===== src/rtl/xpmwrap_fifo_wr_arbiter_if.sv =====
// Requester stream bundle plus the FIFO write-port signals shared by the write-side arbiter.
// The master modport is the arbiter's view; slave is the requester/FIFO side.
interface xpmwrap_fifo_wr_arbiter_if #(
  parameter int NUM_REQ    = 4,
  parameter int DATA_WIDTH = 32
);
  localparam int ID_WIDTH   = $clog2(NUM_REQ);
  localparam int FIFO_WIDTH = DATA_WIDTH + ID_WIDTH + 1;

  logic [NUM_REQ-1:0]            s_valid;
  logic [NUM_REQ*DATA_WIDTH-1:0] s_data;
  logic [NUM_REQ-1:0]            s_last;
  logic [NUM_REQ-1:0]            s_ready;
  logic [FIFO_WIDTH-1:0]         din;
  logic                          wr_en;
  logic                          full;
  logic                          wr_rst_busy;
  logic                          overflow;

  modport master (
    input  s_valid, s_data, s_last, full, wr_rst_busy, overflow,
    output s_ready, din, wr_en
  );

  modport slave (
    output s_valid, s_data, s_last, full, wr_rst_busy, overflow,
    input  s_ready, din, wr_en
  );
endinterface


===== src/rtl/xpmwrap_fifo_wr_arbiter.sv =====
// Round-robin write-port arbiter: shares one async FIFO write port among NUM_REQ streams,
// holding each grant for a packet or MAX_BURST beats and tagging every word with {id, last}.
module xpmwrap_fifo_wr_arbiter #(
  parameter int NUM_REQ    = 4,
  parameter int DATA_WIDTH = 32,
  parameter int MAX_BURST  = 16
) (
  input  logic                       wr_clk,
  input  logic                       rst,
  xpmwrap_fifo_wr_arbiter_if.master  bus,
  output logic                       grant_valid,
  output logic [$clog2(NUM_REQ)-1:0] grant_id,
  output logic                       overflow_err
);
  localparam int ID_WIDTH = $clog2(NUM_REQ);
  localparam int BEAT_W   = $clog2(MAX_BURST + 1);
  localparam logic [BEAT_W-1:0]   BEAT_MAX  = BEAT_W'(MAX_BURST - 1);
  localparam logic [ID_WIDTH-1:0] LAST_INIT = ID_WIDTH'(NUM_REQ - 1);

  typedef enum logic {IDLE, BURST} state_t;

  state_t              state_q, state_d;
  logic [ID_WIDTH-1:0] grant_id_q, grant_id_d;
  logic [ID_WIDTH-1:0] last_id_q, last_id_d;
  logic [BEAT_W-1:0]   beat_cnt_q, beat_cnt_d;
  logic                overflow_err_q, overflow_err_d;

  logic [DATA_WIDTH-1:0] data_arr [NUM_REQ];
  logic [NUM_REQ-1:0]    valid_sh, last_sh;
  logic                  flow_ok, accept, final_beat;
  logic [ID_WIDTH:0]     idle_pick, next_pick;

  // Scan origin+1 .. origin+span (mod NUM_REQ) backwards so the nearest valid requester
  // is assigned last and wins; the wrap is a single subtraction so any NUM_REQ works.
  function automatic logic [ID_WIDTH:0] rr_pick(input logic [NUM_REQ-1:0] valid,
                                                input logic [ID_WIDTH-1:0] origin,
                                                input int span);
    logic [ID_WIDTH:0]  res;
    logic [NUM_REQ-1:0] sh;
    int                 idx;
    res = '0;
    for (int k = span; k >= 1; k--) begin
      idx = int'(origin) + k;
      if (idx >= NUM_REQ) idx = idx - NUM_REQ;
      sh = valid >> idx;
      if (sh[0]) res = {1'b1, ID_WIDTH'(idx)};
    end
    return res;
  endfunction

  generate
    for (genvar gi = 0; gi < NUM_REQ; gi++) begin : g_req
      assign data_arr[gi]    = bus.s_data[gi*DATA_WIDTH +: DATA_WIDTH];
      assign bus.s_ready[gi] = (state_q == BURST) && (grant_id_q == ID_WIDTH'(gi)) && flow_ok;
    end
  endgenerate

  assign flow_ok    = !bus.full && !bus.wr_rst_busy;
  assign valid_sh   = bus.s_valid >> grant_id_q;
  assign last_sh    = bus.s_last >> grant_id_q;
  assign accept     = (state_q == BURST) && valid_sh[0] && flow_ok;
  assign final_beat = last_sh[0] || (beat_cnt_q == BEAT_MAX);

  // Re-search after a final beat excludes the current grantee (span NUM_REQ-1).
  assign idle_pick = rr_pick(bus.s_valid, last_id_q, NUM_REQ);
  assign next_pick = rr_pick(bus.s_valid, grant_id_q, NUM_REQ - 1);

  always_comb begin
    state_d        = state_q;
    grant_id_d     = grant_id_q;
    last_id_d      = last_id_q;
    beat_cnt_d     = beat_cnt_q;
    overflow_err_d = overflow_err_q | bus.overflow;
    case (state_q)
      IDLE: begin
        if (idle_pick[ID_WIDTH] && !bus.wr_rst_busy) begin
          state_d    = BURST;
          grant_id_d = idle_pick[ID_WIDTH-1:0];
          beat_cnt_d = '0;
        end
      end
      BURST: begin
        if (accept) begin
          if (final_beat) begin
            last_id_d  = grant_id_q;
            beat_cnt_d = '0;
            if (next_pick[ID_WIDTH]) grant_id_d = next_pick[ID_WIDTH-1:0];
            else                     state_d    = IDLE;
          end else begin
            beat_cnt_d = beat_cnt_q + 1'b1;
          end
        end
      end
      default: state_d = IDLE;
    endcase
  end

  always_ff @(posedge wr_clk) begin
    if (rst) begin
      state_q        <= IDLE;
      grant_id_q     <= '0;
      last_id_q      <= LAST_INIT;
      beat_cnt_q     <= '0;
      overflow_err_q <= 1'b0;
    end else begin
      state_q        <= state_d;
      grant_id_q     <= grant_id_d;
      last_id_q      <= last_id_d;
      beat_cnt_q     <= beat_cnt_d;
      overflow_err_q <= overflow_err_d;
    end
  end

  assign bus.wr_en    = accept;
  assign bus.din      = {grant_id_q, last_sh[0], data_arr[grant_id_q]};
  assign grant_valid  = (state_q == BURST);
  assign grant_id     = grant_id_q;
  assign overflow_err = overflow_err_q;
endmodule


===== src/flat_wrapper.sv =====
// flat-port wrapper written by rule: the top's interface ports become plain ports
module xpmwrap_fifo_wr_arbiter_flat 
#(
  parameter int NUM_REQ    = 4,
  parameter int DATA_WIDTH = 32,
  parameter int MAX_BURST  = 16
)
  (wr_clk, rst, grant_valid, grant_id, overflow_err, bus_s_valid, bus_s_data, bus_s_last, bus_full, bus_wr_rst_busy, bus_overflow, bus_s_ready, bus_din, bus_wr_en);
  xpmwrap_fifo_wr_arbiter_if #(.NUM_REQ(NUM_REQ), .DATA_WIDTH(DATA_WIDTH)) bus_i ();
  input  logic wr_clk;
  input  logic rst;
  output logic grant_valid;
  output logic [$clog2(NUM_REQ)-1:0] grant_id;
  output logic overflow_err;
  input wire logic [$bits(bus_i.s_valid)-1:0] bus_s_valid;
  input wire logic [$bits(bus_i.s_data)-1:0] bus_s_data;
  input wire logic [$bits(bus_i.s_last)-1:0] bus_s_last;
  input wire logic [$bits(bus_i.full)-1:0] bus_full;
  input wire logic [$bits(bus_i.wr_rst_busy)-1:0] bus_wr_rst_busy;
  input wire logic [$bits(bus_i.overflow)-1:0] bus_overflow;
  output wire logic [$bits(bus_i.s_ready)-1:0] bus_s_ready;
  output wire logic [$bits(bus_i.din)-1:0] bus_din;
  output wire logic [$bits(bus_i.wr_en)-1:0] bus_wr_en;
  assign bus_i.s_valid = bus_s_valid;
  assign bus_i.s_data = bus_s_data;
  assign bus_i.s_last = bus_s_last;
  assign bus_i.full = bus_full;
  assign bus_i.wr_rst_busy = bus_wr_rst_busy;
  assign bus_i.overflow = bus_overflow;
  assign bus_s_ready = bus_i.s_ready;
  assign bus_din = bus_i.din;
  assign bus_wr_en = bus_i.wr_en;
  xpmwrap_fifo_wr_arbiter #(.NUM_REQ(NUM_REQ), .DATA_WIDTH(DATA_WIDTH), .MAX_BURST(MAX_BURST)) u_core (.wr_clk(wr_clk), .rst(rst), .bus(bus_i), .grant_valid(grant_valid), .grant_id(grant_id), .overflow_err(overflow_err));
endmodule

===== config.mk =====
export PLATFORM = sky130hd
export DESIGN_NAME = xpmwrap_fifo_wr_arbiter_flat
export DESIGN_NICKNAME = d
export VERILOG_FILES = /design/src/rtl/xpmwrap_fifo_wr_arbiter_if.sv /design/src/rtl/xpmwrap_fifo_wr_arbiter.sv /design/src/flat_wrapper.sv
export SDC_FILE = /design/constraint.sdc
export NUM_CORES = 1
export LEC_CHECK = 0
export CORE_MARGIN = 3
export CORE_UTILIZATION = 34
export CTS_CLUSTER_DIAMETER = 40
export DETAILED_ROUTE_END_ITERATION = 8
export PLACE_DENSITY_LB_ADDON = 0.08
export SLEW_MARGIN = 0
export SYNTH_ARGS = -nofsm -noshare
export SYNTH_HDL_FRONTEND = slang
export SYNTH_SLANG_ARGS = --single-unit

===== constraint.sdc =====
create_clock -name wr_clk -period 7.13 [get_ports wr_clk]
set_clock_uncertainty 0.05 [all_clocks]
set_input_delay 1.426 -clock wr_clk [delete_from_list [all_inputs] [get_ports wr_clk]]
set_output_delay 1.426 -clock wr_clk [all_outputs]
set_load 0.01 [all_outputs]

-- Word level (Yosys, flattened, before mapping)
Index checks and enable logic that the tools add are counted.
W data, S select, Z words.
- register bits: 11
- bits in latches: 0
- RAM bits: 0
- ROM bits: 0
- bits of input ports: 141
- output and inout bits: 44
- word-level logic and storage cells: 98
- memories: 0
- $add $sub $neg: 15
- multiply operators: 0
- div/mod/pow operators: 0
- order comparisons: 8
- equality and inequality tests: 8
- shift operators: 9
- multiplexer cells: 31
- bitwise gates (word level): 3
- reductions and logical operators: 19
- operators with widths (kind ; number):
    $mux W32 ; 9
    $ge A32 B4 Y1 const B ; 7
    $shr A4 B32 Y1 ; 7
    $sub A32 B4 Y32 const B ; 7
    $bmux W32 S2 ; 1
    $mux W3 ; 7
    $mux W5 ; 3
    $add A2 B2 Y3 const B ; 4
    $logic_and A1 B1 Y1 ; 12
    $pmux W5 S2 ; 1
    $mux W2 ; 4
    $shr A4 B2 Y1 ; 2
    $add A2 B1 Y3 const B ; 2
    $ne A2 B2 Y1 const B ; 3
    $add A5 B1 Y5 const B ; 1
    $eq A5 B4 Y1 const B ; 1
    $add A2 B3 Y4 const B ; 1
    $eq A2 B2 Y1 const B ; 2
    $mux W1 ; 4
    $pmux W2 S2 ; 1
    $reduce_and A4 Y1 ; 1
    $ge A3 B3 Y1 const B ; 1
    $not A2 Y3 ; 1
    $reduce_and A3 Y1 ; 1
    9 further kinds ; 10

-- Longest topological paths before layout
Gate-level depths: netlist of the first run.
- depth after elaboration: 11
- gate-level depth with buffers: 10
- depth with buffers taken out: 8

-- Least setup slack after synthesis of the first run
Ideal clock, no wire load.
- path kind: input -> output
- start point: in bus_s_valid[3]
- end point: out bus_wr_en
- data arrival time: 2.317 ns
- data required time: 5.654 ns
- slack: 3.337 ns
- stages on the path: 4
- path buffers: 2
- cells stage by stage: buf_2 -> mux4_2 -> and2_4 -> buf_6
- longest elaborated chain between the ends: 3
- ends and longest elaborated chain (element ; line ; source):
    start: declaration ; flat_wrapper.sv:15 ; input wire logic [$bits(bus_i.s_valid)-1:0] bus_s_valid;
    $shr A4 B2 Y1 ; xpmwrap_fifo_wr_arbiter.sv:59 ; assign valid_sh = bus.s_valid >> grant_id_q;
    $logic_and A1 B1 Y1 (2 in a row) ; xpmwrap_fifo_wr_arbiter.sv:61 ; assign accept = (state_q == BURST) && valid_sh[0] && flow_ok;
    end: declaration ; flat_wrapper.sv:23 ; output wire logic [$bits(bus_i.wr_en)-1:0] bus_wr_en;
Every way passes these cells.

-- Final worst setup path of the first run
Same ends and word-level chain as after synthesis.

==> flow_summary_export.csv, run 1 <==
group,metric,value,unit
critical_path,cp_max_fo,10,
hold_path,worstHoldStart,"u_core.overflow_err",
timing,setup_ws,2420,ps
drt,drcViolationCount,0,
drt,ant_nets,0,
logic_synthesis,muxShareOfSynthArea,45.9,%
cells_and_area,syn_to_final_growth,95.7,%
clock_tree,clk_latency,230,ps
logic_synthesis,synth_top_family_by_area,"multiplexers",
logic_synthesis,ys_ff_latch,11,
logic_synthesis,yosysSeqAreaShare,11.2,%
logic_synthesis,yosysWarnings,0,
logic_synthesis,yosys.area_share.simple,11.1,%
drt,drt_iter0_drc,69,
critical_path,arrival,3230,ps
timing,fin_crit_sh,66.0,%
timing,setup-violations-final,0,
clock_tree,cts_max_level,1,
clock_tree,cts_buffers,3,
timing,fin_tns_setup,0,ps
drt,wl_per_cell,21.1,um
logic_synthesis,async_flop_share,0,%
clock_tree,cts_max_path_buffers,2,
logic_synthesis,netlist_area,1960,um2
cells_and_area,final_cells,414,
floorplanning,io_pins,185,
place,dp.cells,410,
cells_and_area,final_cell_mix,"clkdlybuf4s50_1 (184), mux4_2 (35), nor2_1 (13), ha_1 (12), dfxtp_1 (9)",
cells_and_area,seq_area,223,um2
drt,vias_per_cell,5.33,
place,gp_congestion,0.869,
grt,grt_overflow,0,
run,maxCapViolCount,0,
grt,grtUsageTotal,26.1,%
grt,antenna_found_initial,0,
hold_path,hp-class,"flip-flop to flip-flop",
cells_and_area,multiInputGateArea,1610,um2
cells_and_area,final_net_count,496,
drt,routed_wl,8750,um
grt,grt_pass1_vias,2187,
clock_tree,cts_tree,"built",
critical_path,cp_top_family,"buffers and inverters",
timing,slew_headroom,34.4,%
timing,hold-worst-slack,420,ps
power,power_density,103,nW/um2
place,io_buffer_count,184,
timing,worst_slew_pin_slew,984,ps
critical_path,cp_common_cell,"clkdlybuf4s50_1",
logic_synthesis,syn_inst,170,
critical_path,rr_startpoint,"u_core.grant_id[0]",
floorplanning,dieArea,6720,um2
critical_path,critPathCaptureType,"output pin",
floorplanning,die_x,82.0,um
cells_and_area,final.fill_count,447,
timing,min_period,4710,ps
floorplanning,die_h,82.0,um
clock_tree,clk_pin_slew_worst_paths,50,ps
logic_synthesis,synth_edf_count,0,
logic_synthesis,yosysUniqueCellTypes,52,
grt,grt_pass1_wl,12700,um
cells_and_area,antennaDiodeCount,0,
place,place_hpwl,7570,um
hold_path,hold_depth,2,
logic_synthesis,synth_area_per_cell,11.5,um2
cells_and_area,drive_above_1_share,16.4,%
logic_synthesis,ys.flop_type,"dfxtp_1",
critical_path,worst-path-buf-inv,2,
critical_path,crit_chain,"clkdlybuf4s50_1, mux4_2, and2_4, clkdlybuf4s50_1",
clock_tree,post_cts_resized,0,
timing,slew_violations,0,
power,power,396,uW
critical_path,ff2ff_path_depth,7,
critical_path,slowest_delay,560,ps
timing,hold_viol,0,
floorplanning,rows,27,
timing,fmax,212,MHz
place,pre_cts_ws,2420,ps
timing,grt_setup_unrepaired,"no",
critical_path,crit_slowest_cell,"clkdlybuf4s50_1",
clock_tree,cts_sinks,11,
logic_synthesis,synth-xor-area-share,1.34,%
cells_and_area,postLayoutCellArea,3840,um2
power,ir_worst_vdd,0.0798,mV
grt,grt_max_degree,43,
critical_path,regToRegEndpoint,"u_core.grant_id[0]",
critical_path,cp.required,5650,ps
logic_synthesis,synth_compound_area_share,16.1,%
critical_path,critPathLaunchType,"input port",
critical_path,crit_type,"input port to output pin",
logic_synthesis,synth_adder_area_share,7.65,%
critical_path,rrSetupSlack,4010,ps
floorplanning,coreArea,5540,um2
place,placed_area,3790,um2
cells_and_area,mostFrequentLayoutCell,"clkdlybuf4s50_1",
run_status,status,"complete, no violations",
logic_synthesis,synth_nets,323,
power,total_leakage_power,1.35,nW
clock_tree,ctsHoldBuffers,0,
hold_path,hold_end,"u_core.overflow_err",
clock_tree,cts_setup_buffers,0,
cells_and_area,fin_util,69.3,%
floorplanning,start_util,35.4,%
drt,num_vias,2208,
clock_tree,cts-root-buf,"clkbuf_8",
drt,first_pass_iters,4,
metal layers:
layer,wire length (um),up-vias,track usage [%]
met5,0,-,0
met4,118,0,3.32
met3,1150,8,13.0
met2,4540,107,47.7
met1,2940,1059,27.3
li1,-,1034,-
final cells by class:
type,count,area share [%]
repair buffers,185,48.2
multi-input cells,136,41.9
flip-flops and latches,11,5.80
well taps,72,2.35
clock buffers,4,1.17
inverters,6,0.587
worst max path at each step:
stage | end | cells after the start | slack [ps] | from
floorplan | bus_wr_en | 4 | 3340 | bus_s_valid[3]
global placement | bus_wr_en | 4 | 2450 | bus_s_valid[3]
detailed placement | bus_wr_en | 4 | 2420 | bus_s_valid[3]
CTS | bus_wr_en | 4 | 2420 | bus_s_valid[3]
global route | bus_wr_en | 4 | 2350 | bus_s_valid[1]
finish | bus_wr_en | 4 | 2420 | bus_s_valid[3]
worst register-to-register path: cells and delay by family (launching register included):
kind | cells | cell delay, ps
compound gates | 4 | 610
mux | 1 | 550
flops | 1 | 960
buf+inv | 1 | 400
fa+ha+maj | 1 | 480
flip-flops by register name, summed over array words and instances (netlist names):
register,count
u_core.grant_id,2
u_core.beat_cnt_q,5
u_core.last_id_q,2
u_core.overflow_err,1
u_core.grant_valid,1
cells in the mapped netlist (all sizes together) (2+ instances only):
master	n	area share [%]
and2	6	2.0
dfxtp	11	11
mux2i	4	2.0
clkbuf	3	0.57
ha	12	7.7
o21ai	6	2.1
inv	6	1.1
a211oi	3	1.4
a21boi	2	0.77
xor2	2	0.89
a211o	3	1.3
mux2	4	2.3
nor3	4	1.0
mux4	36	42
nor2	13	2.5
o211ai	2	1.0
a21oi	5	1.3
a22oi	3	1.1
nand2b	2	0.64
nand2	6	1.1
buf	14	5.0
where the power goes:
part	internal [mW]	switching (mW)
clock	0.0391	0.0218
combinational	0.175	0.0783
sequential	0.0643	0.0174
total	0.279	0.118
kinds of logic after synthesis:
logic type / after synthesis
compound gates: 37
xor+xnor: 3
fa+ha+maj: 12
buf+inv: 23
flops: 11
mux: 44
simple gates: 40
Note: power is estimated with default switching activity, not from simulation.
==> run 2, diff against run 1 <==
--- a/config.mk
+++ b/config.mk
@@ -6,7 +6,7 @@
 export NUM_CORES = 1
 export LEC_CHECK = 0
 export CORE_MARGIN = 3
-export CORE_UTILIZATION = 34
+export CORE_UTILIZATION = 28
 export CTS_CLUSTER_DIAMETER = 40
 export DETAILED_ROUTE_END_ITERATION = 8
 export PLACE_DENSITY_LB_ADDON = 0.08
==> constraint.sdc (replaced) <==
create_clock -name wr_clk -period 3.9 [get_ports wr_clk]
set_clock_uncertainty 0.05 [all_clocks]
set_input_delay 0.78 -clock wr_clk [delete_from_list [all_inputs] [get_ports wr_clk]]
set_output_delay 0.78 -clock wr_clk [all_outputs]
set_load 0.01 [all_outputs]
==> run 2 against run 1 <==
Die area increased by 20%. Non-clock buffer count up 1. First-iteration DRC count down 23%. Hold slack gained 1.5 ps. Combinational power grew 89%. Largest cell class unchanged.
==> flow_summary_export.csv, run 2 (same netlist as run 1, synthesis figures left out) <==
group,metric,value,unit
grt,grt_max_degree,47,
hold_path,hold_depth,2,
cells_and_area,fin_util,59.2,%
clock_tree,clk_pin_slew_worst_paths,50,ps
floorplanning,rows,29,
clock_tree,cts_tree,"built",
grt,use_met3,4.17,%
timing,fin_crit_sh,87.5,%
grt,grt_overflow,0,
critical_path,worst-path-buf-inv,2,
critical_path,cp_num_cells,4,
critical_path,cp_max_fo,10,
timing,hold_viol,0,
clock_tree,cts-root-buf,"clkbuf_8",
run,maxCapViolCount,0,
grt,met1_usage,25.0,%
critical_path,critPathCapture,"bus_wr_en",
timing,setup_ws,488,ps
drt,drt_iter0_drc,53,
place,place_hpwl,6990,um
hold_path,hp-class,"flip-flop to flip-flop",
drt,num_vias,2160,
critical_path,cp_top_family,"buffers and inverters",
clock_tree,post_cts_resized,0,
critical_path,critPathCaptureType,"output pin",
clock_tree,cts_buffers,3,
cells_and_area,drive_above_1_share,16.6,%
clock_tree,clk_latency,230,ps
power,ir_worst_vdd,0.196,mV
timing,slew_violations,0,
floorplanning,start_util,29.9,%
timing,slew_headroom,59.6,%
power,power_density,185,nW/um2
grt,busiest_layer,"met2",
clock_tree,cts_sinks,11,
timing,grt_setup_unrepaired,"no",
grt,antenna_found_initial,0,
drt,vias_per_cell,4.95,
cells_and_area,final.fill_count,560,
place,io_buffer_count,184,
critical_path,cp.required,3070,ps
cells_and_area,regMostFlops,"u_core.beat_cnt_q",
run_status,status,"complete, no violations",
clock_tree,cts_max_path_buffers,2,
critical_path,ff2ff_path_depth,7,
critical_path,rrSetupSlack,1200,ps
floorplanning,io_pins,185,
grt,grt_pass1_wl,12400,um
hold_path,worstHoldStart,"u_core.overflow_err",
critical_path,crit_chain,"clkdlybuf4s50_1, mux4_2, and2_4, clkdlybuf4s50_1",
critical_path,arrival,2580,ps
cells_and_area,antennaDiodeCount,0,
critical_path,crit_slowest_cell,"clkdlybuf4s50_1",
power,total_leakage_power,1.36,nW
critical_path,critPathLaunchType,"input port",
timing,fmax,293,MHz
critical_path,startpoint,"bus_s_valid[3]",
timing,setup-violations-final,0,
place,gp_congestion,0.842,
floorplanning,coreArea,6570,um2
floorplanning,die_h,89.7,um
grt,grt_util_met2,34.6,%
grt,grtUsageTotal,19.3,%
cells_and_area,mostFrequentLayoutCell,"clkdlybuf4s50_1",
critical_path,slowest_delay,560,ps
place,pre_cts_ws,467,ps
cells_and_area,largest_register_ffs,5,
cells_and_area,final_cell_mix,"clkdlybuf4s50_1 (184), mux4_2 (35), nor2_1 (13), ha_1 (12), dfxtp_1 (9)",
floorplanning,dieArea,8050,um2
drt,wl_per_cell,18.8,um
timing,min_period,3410,ps
cells_and_area,postLayoutCellArea,3890,um2
drt,drcViolationCount,0,
cells_and_area,syn_to_final_growth,98.1,%
critical_path,rr_startpoint,"u_core.grant_id[1]",
cells_and_area,final_net_count,497,
critical_path,regToRegEndpoint,"u_core.grant_id[0]",
clock_tree,cts_max_level,1,
clock_tree,cts_setup_buffers,0,
timing,fin_tns_setup,0,ps
drt,ant_nets,0,
critical_path,cp_common_cell,"clkdlybuf4s50_1",
clock_tree,ctsHoldBuffers,0,
timing,worst_slew_pin_slew,606,ps
power,power,720,uW
drt,first_pass_iters,4,
critical_path,crit_type,"input port to output pin",
floorplanning,die_x,89.7,um
place,placed_area,3840,um2
grt,grt_pass1_vias,2009,
drt,routed_wl,8200,um
## run 2: changes by cell type in the layout (fill, tap and decap cells not counted)
| cell | change |
|---|---|
| buf_12 | +1 |
## run 2: layout make-up
| cell class | instances | area, um2 | area share [%] |
|---|---|---|---|
| Clock buffer | 4 | 45.0 | 1.16 |
| Inverter | 6 | 22.5 | 0.580 |
| Multi-Input combinational cell | 136 | 1610 | 41.4 |
| Sequential cell | 11 | 223 | 5.73 |
| Tap cell | 93 | 116 | 2.99 |
| Timing Repair Buffer | 186 | 1870 | 48.1 |
## run 2: worst min-delay path by stage
stage | slack (ps) | endpoint
floorplan | 420 | u_core.beat_cnt_q[3]
global placement | 400 | u_core.overflow_err
detailed placement | 420 | u_core.overflow_err
CTS | 430 | u_core.overflow_err
global route | 470 | u_core.overflow_err
finish | 420 | u_core.overflow_err
## run 2: routing by layer
layer	share of wire (%)	up-vias
met4	0.12	0
met1	42	1043
met3	6.5	2
li1	-	1038
met2	52	77
met5	0	-
## run 2: power by group
part	total [mW]	switching, mW	internal (mW)
clock network	0.111	0.0391	0.0715
registers	0.132	0.0147	0.118
logic	0.477	0.155	0.322
total	0.720	0.209	0.511
## run 2: through the flow
stage / hold WS [ps] / instances
2_1_floorplan: 421 / 170
3_3_place_gp: 401 / 432
3_5_place_dp: 422 / 432
4_1_cts: 427 / 436
5_1_grt: 466 / 436
6_report: 421 / 436
## run 2: worst register-to-register path: cells and delay by family (launching register included)
family                   cells  cell delay, ps
AO/OA/AOI/OAI                4             950
adder cells (fa/ha/maj)      1             410
buffers and inverters        1             260
flip-flops                   1             710
multiplexers                 1             240
